File: src/rtl/seg7_pkg.sv
// Shared constants, state encoding and round-robin helper for the 8-digit
// 7-segment ownership controller (seg7_share_ctrl).
package seg7_pkg;

  localparam int NREQ = 3;

  localparam logic [6:0] SEG_BLANK = 7'h7F;

  // Active-low {g,f,e,d,c,b,a} codes; entry n is the glyph for hex digit n.
  localparam logic [15:0][6:0] SEG_HEX = {
    7'h0E, 7'h06, 7'h21, 7'h46,   // F E d C
    7'h03, 7'h08, 7'h10, 7'h00,   // b A 9 8
    7'h78, 7'h02, 7'h12, 7'h19,   // 7 6 5 4
    7'h30, 7'h24, 7'h79, 7'h40    // 3 2 1 0
  };

  typedef enum logic [1:0] {
    ST_IDLE = 2'd0,
    ST_HOLD = 2'd1,
    ST_OPEN = 2'd2
  } state_e;

  typedef struct packed {
    logic       found;
    logic [1:0] idx;
  } pick_t;

  // First requesting index in the order ptr+1, ptr+2, ptr (mod NREQ).
  function automatic pick_t rr_pick(input logic [NREQ-1:0] req,
                                    input logic [1:0]      ptr);
    pick_t      r;
    logic [1:0] c;
    r.found = 1'b0;
    r.idx   = ptr;
    c       = ptr;
    for (int i = 0; i < NREQ; i++) begin
      c = (c == 2'(NREQ - 1)) ? 2'd0 : c + 2'd1;
      if (!r.found && req[c]) begin
        r.found = 1'b1;
        r.idx   = c;
      end
    end
    return r;
  endfunction

endpackage

File: src/rtl/seg7_hex_decode.sv
// Combinational hex nibble to active-low 7-segment code.
module seg7_hex_decode
  import seg7_pkg::*;
(
  input  logic [3:0] nibble,
  output logic [6:0] seg
);

  assign seg = SEG_HEX[nibble];

endmodule

File: src/rtl/seg7_share_ctrl.sv
// Display-ownership controller: round-robin arbitration with minimum hold,
// owner data decode to eight digit buses. Optional blink: SEG7_BLINK_EN.
module seg7_share_ctrl
  import seg7_pkg::*;
#(
  parameter logic [23:0] HOLD_CYC  = 24'd10_000_000,
  parameter logic [23:0] BLINK_CYC = 24'd5_000_000
) (
  input  logic            iClk,
  input  logic            Reset,
  input  logic [NREQ-1:0] iReq,
  input  logic [31:0]     iData0,
  input  logic [31:0]     iData1,
  input  logic [31:0]     iData2,
  input  logic [7:0]      iBlank0,
  input  logic [7:0]      iBlank1,
  input  logic [7:0]      iBlank2,
  input  logic [7:0]      iBlink0,
  input  logic [7:0]      iBlink1,
  input  logic [7:0]      iBlink2,
  output logic [NREQ-1:0] oGnt,
  output logic            oBusy,
  output logic [6:0]      oSEG0,
  output logic [6:0]      oSEG1,
  output logic [6:0]      oSEG2,
  output logic [6:0]      oSEG3,
  output logic [6:0]      oSEG4,
  output logic [6:0]      oSEG5,
  output logic [6:0]      oSEG6,
  output logic [6:0]      oSEG7
);

  state_e          state, state_d;
  logic [23:0]     hold_cnt, hold_d;
  logic [1:0]      ptr, ptr_d;
  logic [NREQ-1:0] gnt, gnt_d;
  logic            load;
  logic            owner_req;
  logic [NREQ-1:0] others;
  pick_t           pick;

  assign owner_req = |(iReq & gnt);
  assign others    = iReq & ~gnt;
  assign pick      = rr_pick(iReq, ptr);

  // NOTE: non-blocking assignments so every register samples pre-edge values.
  always_ff @(posedge iClk or negedge Reset) begin
    if (!Reset) begin
      state    <= ST_IDLE;
      hold_cnt <= '0;
      ptr      <= 2'd2;
      gnt      <= '0;
    end else begin
      state    <= state_d;
      hold_cnt <= hold_d;
      ptr      <= ptr_d;
      gnt      <= gnt_d;
    end
  end

  // NOTE: every output gets a default first so no path infers a latch.
  always_comb begin
    state_d = state;
    hold_d  = hold_cnt;
    ptr_d   = ptr;
    gnt_d   = gnt;
    load    = 1'b0;
    unique case (state)
      ST_IDLE: begin
        if (pick.found) load = 1'b1;
      end
      ST_HOLD: begin
        if (!owner_req) begin
          if (pick.found) load = 1'b1;
          else            state_d = ST_IDLE;
        end else if (hold_cnt == '0) begin
          // Tenure served: behave as OPEN this cycle so the hold is exact.
          if (|others) load = 1'b1;
          else         state_d = ST_OPEN;
        end else begin
          hold_d = hold_cnt - 24'd1;
        end
      end
      ST_OPEN: begin
        if (!owner_req || (|others)) begin
          if (pick.found) load = 1'b1;
          else            state_d = ST_IDLE;
        end
      end
      default: state_d = ST_IDLE;
    endcase

    if (state_d == ST_IDLE && !load) begin
      gnt_d  = '0;
      hold_d = '0;
    end
    if (load) begin
      gnt_d           = '0;
      gnt_d[pick.idx] = 1'b1;
      ptr_d           = pick.idx;
      hold_d          = HOLD_CYC - 24'd1;
      state_d         = ST_HOLD;
    end
  end

  logic [31:0] own_data;
  logic [7:0]  own_blank;
  logic [7:0]  own_blink;
  logic [7:0]  blink_mask;

  // With no owner every digit is forced dark through the blank mask.
  always_comb begin
    own_data  = '0;
    own_blank = '1;
    own_blink = '0;
    if (gnt[0]) begin
      own_data = iData0; own_blank = iBlank0; own_blink = iBlink0;
    end else if (gnt[1]) begin
      own_data = iData1; own_blank = iBlank1; own_blink = iBlink1;
    end else if (gnt[2]) begin
      own_data = iData2; own_blank = iBlank2; own_blink = iBlink2;
    end
  end

`ifdef SEG7_BLINK_EN
  logic [23:0] blink_cnt;
  logic        blink_dark;

  always_ff @(posedge iClk or negedge Reset) begin
    if (!Reset) begin
      blink_cnt  <= '0;
      blink_dark <= 1'b0;
    end else if (load) begin
      blink_cnt  <= '0;
      blink_dark <= 1'b0;
    end else if (blink_cnt == BLINK_CYC - 24'd1) begin
      blink_cnt  <= '0;
      blink_dark <= ~blink_dark;
    end else begin
      blink_cnt  <= blink_cnt + 24'd1;
    end
  end

  assign blink_mask = blink_dark ? own_blink : '0;
`else
  logic unused_blink;
  assign unused_blink = ^{own_blink, BLINK_CYC};
  assign blink_mask   = '0;
`endif

  logic [7:0][6:0] dec;
  logic [7:0][6:0] seg_d;
  logic [7:0][6:0] seg_q;

  for (genvar k = 0; k < 8; k++) begin : g_dec
    seg7_hex_decode u_dec (
      .nibble (own_data[4*k +: 4]),
      .seg    (dec[k])
    );
  end

  always_comb begin
    for (int k = 0; k < 8; k++) begin
      seg_d[k] = (own_blank[k] || blink_mask[k]) ? SEG_BLANK : dec[k];
    end
  end

  // NOTE: these digit registers drive outputs and must come up dark, so they are reset.
  always_ff @(posedge iClk or negedge Reset) begin
    if (!Reset) seg_q <= {8{SEG_BLANK}};
    else        seg_q <= seg_d;
  end

  assign oGnt  = gnt;
  assign oBusy = |gnt;
  assign oSEG0 = seg_q[0];
  assign oSEG1 = seg_q[1];
  assign oSEG2 = seg_q[2];
  assign oSEG3 = seg_q[3];
  assign oSEG4 = seg_q[4];
  assign oSEG5 = seg_q[5];
  assign oSEG6 = seg_q[6];
  assign oSEG7 = seg_q[7];

endmodule
File: config.mk
export PLATFORM = sky130hd
export DESIGN_NAME = seg7_share_ctrl
export DESIGN_NICKNAME = d
export VERILOG_FILES = /design/src/rtl/seg7_pkg.sv /design/src/rtl/seg7_hex_decode.sv /design/src/rtl/seg7_share_ctrl.sv
export SDC_FILE = /design/constraint.sdc
export NUM_CORES = 1
export LEC_CHECK = 0
export CAP_MARGIN = 40
export CORE_ASPECT_RATIO = 0.7
export CORE_UTILIZATION = 35
export CTS_CLUSTER_DIAMETER = 150
export DETAILED_ROUTE_END_ITERATION = 10
export GPL_TIMING_DRIVEN = 0
export PLACE_DENSITY = 0.71
export REMOVE_ABC_BUFFERS = 1
export SLEW_MARGIN = 25
export SYNTH_ARGS = -nofsm -noshare
export SYNTH_HDL_FRONTEND = slang
export SYNTH_SLANG_ARGS = --single-unit
File: constraint.sdc
create_clock -name iClk -period 4.2 [get_ports iClk]
set_input_delay 0.42 -clock iClk [delete_from_list [all_inputs] [get_ports iClk]]
set_output_delay 0.42 -clock iClk [all_outputs]
set_load 0.02 [all_outputs]
# --- Yosys cells after proc, flatten, opt, wreduce, memory -nomap -nowiden ---
# Memories as Yosys holds them, arrays and structs flattened.
# Index checks and enable logic that the tools add are counted.
word_totals:
  regBits: 87
  rom_bits: 896
  input_bits: 149
  out_inout_bits: 60
  n_memories: 8
classes:
  n_addsub: 4
  order_cmp: 13
  n_eq_ne: 6
  muxes: 56
  bitwise: 3
  reduce_logical: 19
mem_list:
  columns: ["name", "words", "width", "read_ports", "rd_ports_with_merged_regs", "write_ports", "line_no", "rtl"]
  rows:
  - ["(no name shown)", 16, 7, 1, 0, 0, "seg7_hex_decode.sv:9", "assign seg = SEG_HEX[nibble];"]
  - ["(no name shown)", 16, 7, 1, 0, 0, "seg7_hex_decode.sv:9", null]
  - ["(no name shown)", 16, 7, 1, 0, 0, "seg7_hex_decode.sv:9", null]
  - ["(no name shown)", 16, 7, 1, 0, 0, "seg7_hex_decode.sv:9", null]
  - ["(no name shown)", 16, 7, 1, 0, 0, "seg7_hex_decode.sv:9", null]
  - ["(no name shown)", 16, 7, 1, 0, 0, "seg7_hex_decode.sv:9", null]
  - ["2 more memories", null, null, null, null, null, null, null]
ops:
  columns: ["op", "count"]
  rows:
  - ["$mux 24", 5]
  - ["$mux 7", 16]
  - ["$mux 32", 3]
  - ["$lt 4x5->1 const B", 8]
  - ["$logic_not 24->1", 1]
  - ["$mux 8", 3]
  - ["$sub 24x1->24 const B", 1]
  - ["$mux 2", 9]
  - ["$mux 3", 5]
  - ["$lt 2x3->1 const B", 4]
  - ["$mux 1", 9]
  - ["$reduce_or 3->1", 3]
  - ["$eq 2x2->1 const B", 4]
  - ["$add 2x1->2 const B", 3]
  - ["$and 3x3->3", 2]
  - ["$bmux 1 s2", 3]
  - ["$pmux 2 s3", 1]
  - ["$reduce_bool 3->1", 2]
  - ["$logic_and 1x1->1", 4]
  - ["$logic_not 1->1", 4]
  - ["$logic_not 2->1", 2]
  - ["$ne 3x2->1 const B", 1]
  - ["$not 3->3", 1]
  - ["$pmux 1 s3", 1]
  - ["6 further kinds", 6]

# --- Depth between registers and ports, before layout ---
logic_depth:
  depth_word: 18
  depth_mapped: 11
  ltp_nobuf: 9

# --- Modules after synthesis ---
# From an unflattened synthesis, not the netlist that was laid out.
hier_totals:
  cells_unflattened: 717
  hier_area_um2: 6692.7
by_module_without_submodules:
  columns: ["module", "n_inst", "cells_per_inst", "area_each_um2", "seq_area_each_um2"]
  rows:
  - ["seg7_share_ctrl", 1, 458, 4518.1, 2248.4]
  - ["seg7_hex_decode (g_dec[0].u_dec ...)", 7, 32, 275.3, 0.0]
  - ["seg7_hex_decode (g_dec[3].u_dec)", 1, 35, 247.7, 0.0]

# --- Worst setup path after synthesis ---
# No wires, ideal clock.
synth_timing:
  path_kind: "reg-to-reg"
  from: "register gnt[0] (netlist: oGnt[0])"
  to: "register seg_q (netlist bit oSEG1[1])"
  t_arrival_ps: 2749
  slack_ps: 1369
  stages_incl_launch_ff: 12
  path_cell_list: "dfrtp_1 -> clkbuf_1 -> clkbuf_1 -> clkbuf_1 -> clkbuf_1 -> nand2_1 -> o21ai_0 -> inv_1 -> ha_1 -> inv_1 -> mux2_2 -> o211ai_1"
synth_rtl:
  columns: ["item", "line_no", "rtl"]
  rows:
  - ["start: declaration", "seg7_share_ctrl.sv:36", "logic [NREQ-1:0] gnt, gnt_d;"]
  - ["start signal: assignment", "seg7_share_ctrl.sv:57", "gnt <= gnt_d;"]
  - ["end signal: assignment", "seg7_share_ctrl.sv:170", "if (!Reset) seg_q <= {8{SEG_BLANK}};"]
  - ["end signal: assignment", "seg7_share_ctrl.sv:171", "else seg_q <= seg_d;"]
  - ["end: declaration", "seg7_share_ctrl.sv:153", "logic [7:0][6:0] seg_q;"]

# --- Worst setup path in the final report ---
layout_timing:
  from: "register gnt[1] (netlist: oGnt[1])"
  to: "output port oBusy"
layout_between:
  elab_chain_len: 1
layout_lines:
  columns: ["item", "line_no", "rtl"]
  rows:
  - ["$reduce_or 3->1", "seg7_share_ctrl.sv:175", "assign oBusy = |gnt;"]
  - ["end: declaration", "seg7_share_ctrl.sv:22", "output logic oBusy,"]
# Every way passes these cells.

==> metrics.yaml <==
run_status:
  run_status: "finished clean"
synthesis:
  post_synth_xor_area_fraction_pct: 0.276
  syn_area_sq_um: 6340
  synthesis.yosys.warnings: 0
  yosys.area_share.adder_pct: 9.86
  synth_seq_cells: 87
  synth_flop_cell: "sky130_fd_sc_hd__dfstp_2"
  postSynthCellCount: 703
  synth_area_per_cell_sq_um: 9.02
  ys_types: 67
  synth_enable_flop_cells: 0
  synth.area.mux_share_pct: 3.95
  synth-async-reset-ratio_pct: 100
  synth_compound_area_share_pct: 25.6
  proportion_of_synthesized_chip_area_in_sequential_cells_pct: 35.5
  share_of_synthesized_cell_area_in_and_or_nand_and_nor_gates_pct: 19.4
  synth_top_family_by_area: "compound AO/OA/AOI/OAI gates"
clocking:
  cts_max_path_bufs: 2
  cts.root.buffer_cell: "sky130_fd_sc_hd__clkbuf_16"
  worst_setup_hold_path_clk_slew_ps: 70
  cts-resized-gates: 0
  clock_tree_from_tritoncts: "done"
  worst_skew_pair.late_latency_ps: 350
  htree_levels: 3
  postCtsSetupRepairBufs: 0
  cts_buffers: 9
  tritoncts_num_sinks: 87
  postCtsHoldBufs: 1
pwr:
  power.ir.vdd_worst_mv: 0.349
  fin_total_pwr_mw: 6.59
  static-leakage-power_nw: 3.41
  power_per_cell_area_nw_per_um2: 743
timing:
  max_slew.worst_pin.slew_ps: 805
  timing.final.setup_violations: 0
  min_period_over_period_pct: 77.0
  timing.final.max_slew_violations: 0
  final.min_clock_period_ps: 3230
  timing.final.hold_violations: 0
  slew_headroom_pct: 45.8
  fin_skew_ps: 4.81
  tns_ps: 0
  setup_repair_after_global_routing_missed_its_margin: "false"
  max_freq_mhz: 309
floorplanning:
  floorplan.io_pins: 209
  die_outline_area_sq_um: 18700
  coreArea_sq_um: 17400
  dieWidth_um: 163
  core.rowCount: 40
  die_height_um: 115
  initial_core_util_pct: 36.4
layout:
  antenna_cells: 0
  finish.instance_area_sq_um: 8880
  area_growth_pct: 39.9
  filler_cell_count: 1639
  final_net_count: 1079
  drive_above_1_share_pct: 13.7
worst_setup_path:
  cp-end-kind: "primary output"
  critical_path_launch_point: "oGnt[1]"
  worstSetupStartpointType: "flip-flop"
  path_class: "flip-flop to primary output"
  reg2reg_from: "oGnt[2]"
  timing.critical_path.arrival_ps: 2810
  cp_max_fo: 30
  crit_required_ps: 3780
detailed_routing:
  firstDrtPassIters: 5
  vias_per_cell: 5.54
  postRouteAntennaNets: 0
  wl_per_instance_um: 17.2
  route.vias.total: 6187
  drt_first_iter_violations: 448
  route.final.wire_length_um: 19100
  route.detailed.drc: 0
grt:
  globalRouteOverflowTotal: 0
  grt_start_max_net_pins: 48
  first_pass_grt_wire_length_um: 30300
  grt_pass1_vias: 5786
  grt_use_total_pct: 20.8
  antenna_violations_before_repair: 0
place:
  dpl-instance-area_sq_um: 8470
  gp_routability_congestion: 0.907
  io_buffers: 184
  hpwl_um: 14200
run:
  cap_violations: 0
hold_path:
  hold_path.startpoint: "ptr[0]"
  worstHoldPathType: "flip-flop to flip-flop"
==> worst paths after layout <==
| kind | to | slack [ps] | cells after the start |
|---|---|---|---|
| min in group asynchronous | oGnt[2] | 570 | 2 |
| max in group asynchronous | oSEG6[6] | 3020 | 3 |
| max reg2reg | oSEG6[3] | 970 | 10 |
| min | ptr[0] | 530 | 2 |
| min reg2reg | ptr[0] | 530 | 2 |
| max | oBusy | 970 | 4 |
==> metrics by stage <==
stage	utilization, %	worst slack [ps]	hold WS [ps]	instances
after floorplan	-	598	124	667
after global placement	47.7	-1100	512	1082
after CTS	50.7	794	535	1111
after global routing	51.0	709	563	1116
final	51.0	965	534	1116
after detailed placement	48.6	863	367	1094
==> placed cells by master (no fill, tap or decap), types with 3 or more instances in the layout <==
| cell | netlist | routed |
|---|---|---|
| sky130_fd_sc_hd__o221ai_1 | 30 | 30 |
| sky130_fd_sc_hd__nor3_1 | 11 | 11 |
| sky130_fd_sc_hd__a22oi_1 | 17 | 17 |
| sky130_fd_sc_hd__o22a_1 | 3 | 3 |
| sky130_fd_sc_hd__or4_4 | 3 | 3 |
| sky130_fd_sc_hd__clkdlybuf4s50_1 | 0 | 183 |
| sky130_fd_sc_hd__buf_16 | 0 | 4 |
| sky130_fd_sc_hd__a2bb2oi_1 | 3 | 3 |
| sky130_fd_sc_hd__nor2b_1 | 12 | 11 |
| sky130_fd_sc_hd__nand2_1 | 63 | 63 |
| sky130_fd_sc_hd__clkbuf_16 | 0 | 9 |
| sky130_fd_sc_hd__nor2_1 | 36 | 36 |
| sky130_fd_sc_hd__nand4_1 | 4 | 4 |
| sky130_fd_sc_hd__ha_1 | 50 | 50 |
| sky130_fd_sc_hd__inv_1 | 45 | 45 |
| sky130_fd_sc_hd__mux2i_1 | 16 | 16 |
| sky130_fd_sc_hd__o311ai_0 | 3 | 3 |
| sky130_fd_sc_hd__o31a_1 | 7 | 7 |
| sky130_fd_sc_hd__mux2_2 | 8 | 8 |
| sky130_fd_sc_hd__dfrtp_1 | 30 | 28 |
| sky130_fd_sc_hd__o22ai_1 | 16 | 16 |
| sky130_fd_sc_hd__nand3_1 | 17 | 17 |
| sky130_fd_sc_hd__bufinv_16 | 0 | 3 |
| sky130_fd_sc_hd__a21oi_1 | 37 | 37 |
| sky130_fd_sc_hd__nand3b_1 | 12 | 12 |
| sky130_fd_sc_hd__or4_1 | 10 | 10 |
| sky130_fd_sc_hd__and3b_1 | 10 | 10 |
| sky130_fd_sc_hd__dfstp_2 | 57 | 57 |
| sky130_fd_sc_hd__a211oi_1 | 3 | 3 |
| sky130_fd_sc_hd__nand2b_1 | 22 | 22 |
| sky130_fd_sc_hd__o2bb2ai_1 | 5 | 5 |
| sky130_fd_sc_hd__o21ai_0 | 36 | 36 |
| sky130_fd_sc_hd__nor4_1 | 5 | 5 |
| sky130_fd_sc_hd__or3_1 | 7 | 7 |
| sky130_fd_sc_hd__and2_1 | 6 | 6 |
| sky130_fd_sc_hd__a31o_2 | 6 | 6 |
| sky130_fd_sc_hd__o211ai_1 | 19 | 19 |
| sky130_fd_sc_hd__a31oi_1 | 14 | 13 |
| sky130_fd_sc_hd__buf_2 | 2 | 8 |
| sky130_fd_sc_hd__o31ai_1 | 11 | 11 |
==> cells in the mapped netlist (all sizes together) (19+ instances only) <==
| cell type | count | area (sq um) |
|---|---|---|
| clkbuf | 31 | 136 |
| dfrtp | 30 | 751 |
| o21ai | 36 | 180 |
| o211ai | 19 | 143 |
| inv | 45 | 169 |
| ha | 50 | 626 |
| dfstp | 57 | 1500 |
| a21oi | 37 | 185 |
| nand2 | 63 | 236 |
| o221ai | 30 | 263 |
| nor2 | 36 | 135 |
| nand2b | 22 | 138 |
==> registers in the layout (all words and copies together), names as in the netlist <==
register,count
oSEG1,7
oGnt,3
oSEG4,7
hold_cnt,24
oSEG3,7
oSEG7,7
oSEG6,7
ptr,2
oSEG2,7
oSEG0,7
state,2
oSEG5,7
==> layout make-up <==
type | count | area [sq um] | share of cell area, %
repair buffers | 202 | 2060 | 23.2
well taps | 231 | 289 | 3.26
inverters | 47 | 176 | 1.99
flip-flops and latches | 87 | 2250 | 25.4
multi-input cells | 533 | 3750 | 42.3
clock inverters | 7 | 120 | 1.35
clock buffers | 9 | 225 | 2.54
==> metal layers <==
layer	vias up	track usage, %	routed length, um	share of wire [%]
met5	-	0	0	0
met4	0	4.74	219	1.1
met3	18	6.41	1640	8.5
met2	249	31.6	8260	43
met1	2925	28.8	9030	47
li1	2995	-	-	-
==> power by group <==
part,switching [mW],leakage (nW),internal (mW),total (mW)
clock,0.355,0.166,0.583,0.939
combinational,2.38,2.28,1.71,4.09
sequential,0.243,0.965,1.32,1.56
total,2.97,3.41,3.62,6.59
==> cells by family after synthesis <==
kind of cell,Yosys count
XOR/XNOR,2
AND/OR/NAND/NOR,228
adder cells (fa/ha/maj),50
AO/OA/AOI/OAI,229
multiplexers,24
buffers and inverters,83
flip-flops,87
==> critical path: stages, from the launching register on <==
cell,delay (ps)
sky130_fd_sc_hd__dfrtp_2,690
sky130_fd_sc_hd__buf_16,240
sky130_fd_sc_hd__clkinv_1,560
sky130_fd_sc_hd__nand3_1,270
sky130_fd_sc_hd__clkdlybuf4s50_1,670
Note: power is estimated with default switching activity, not from simulation.
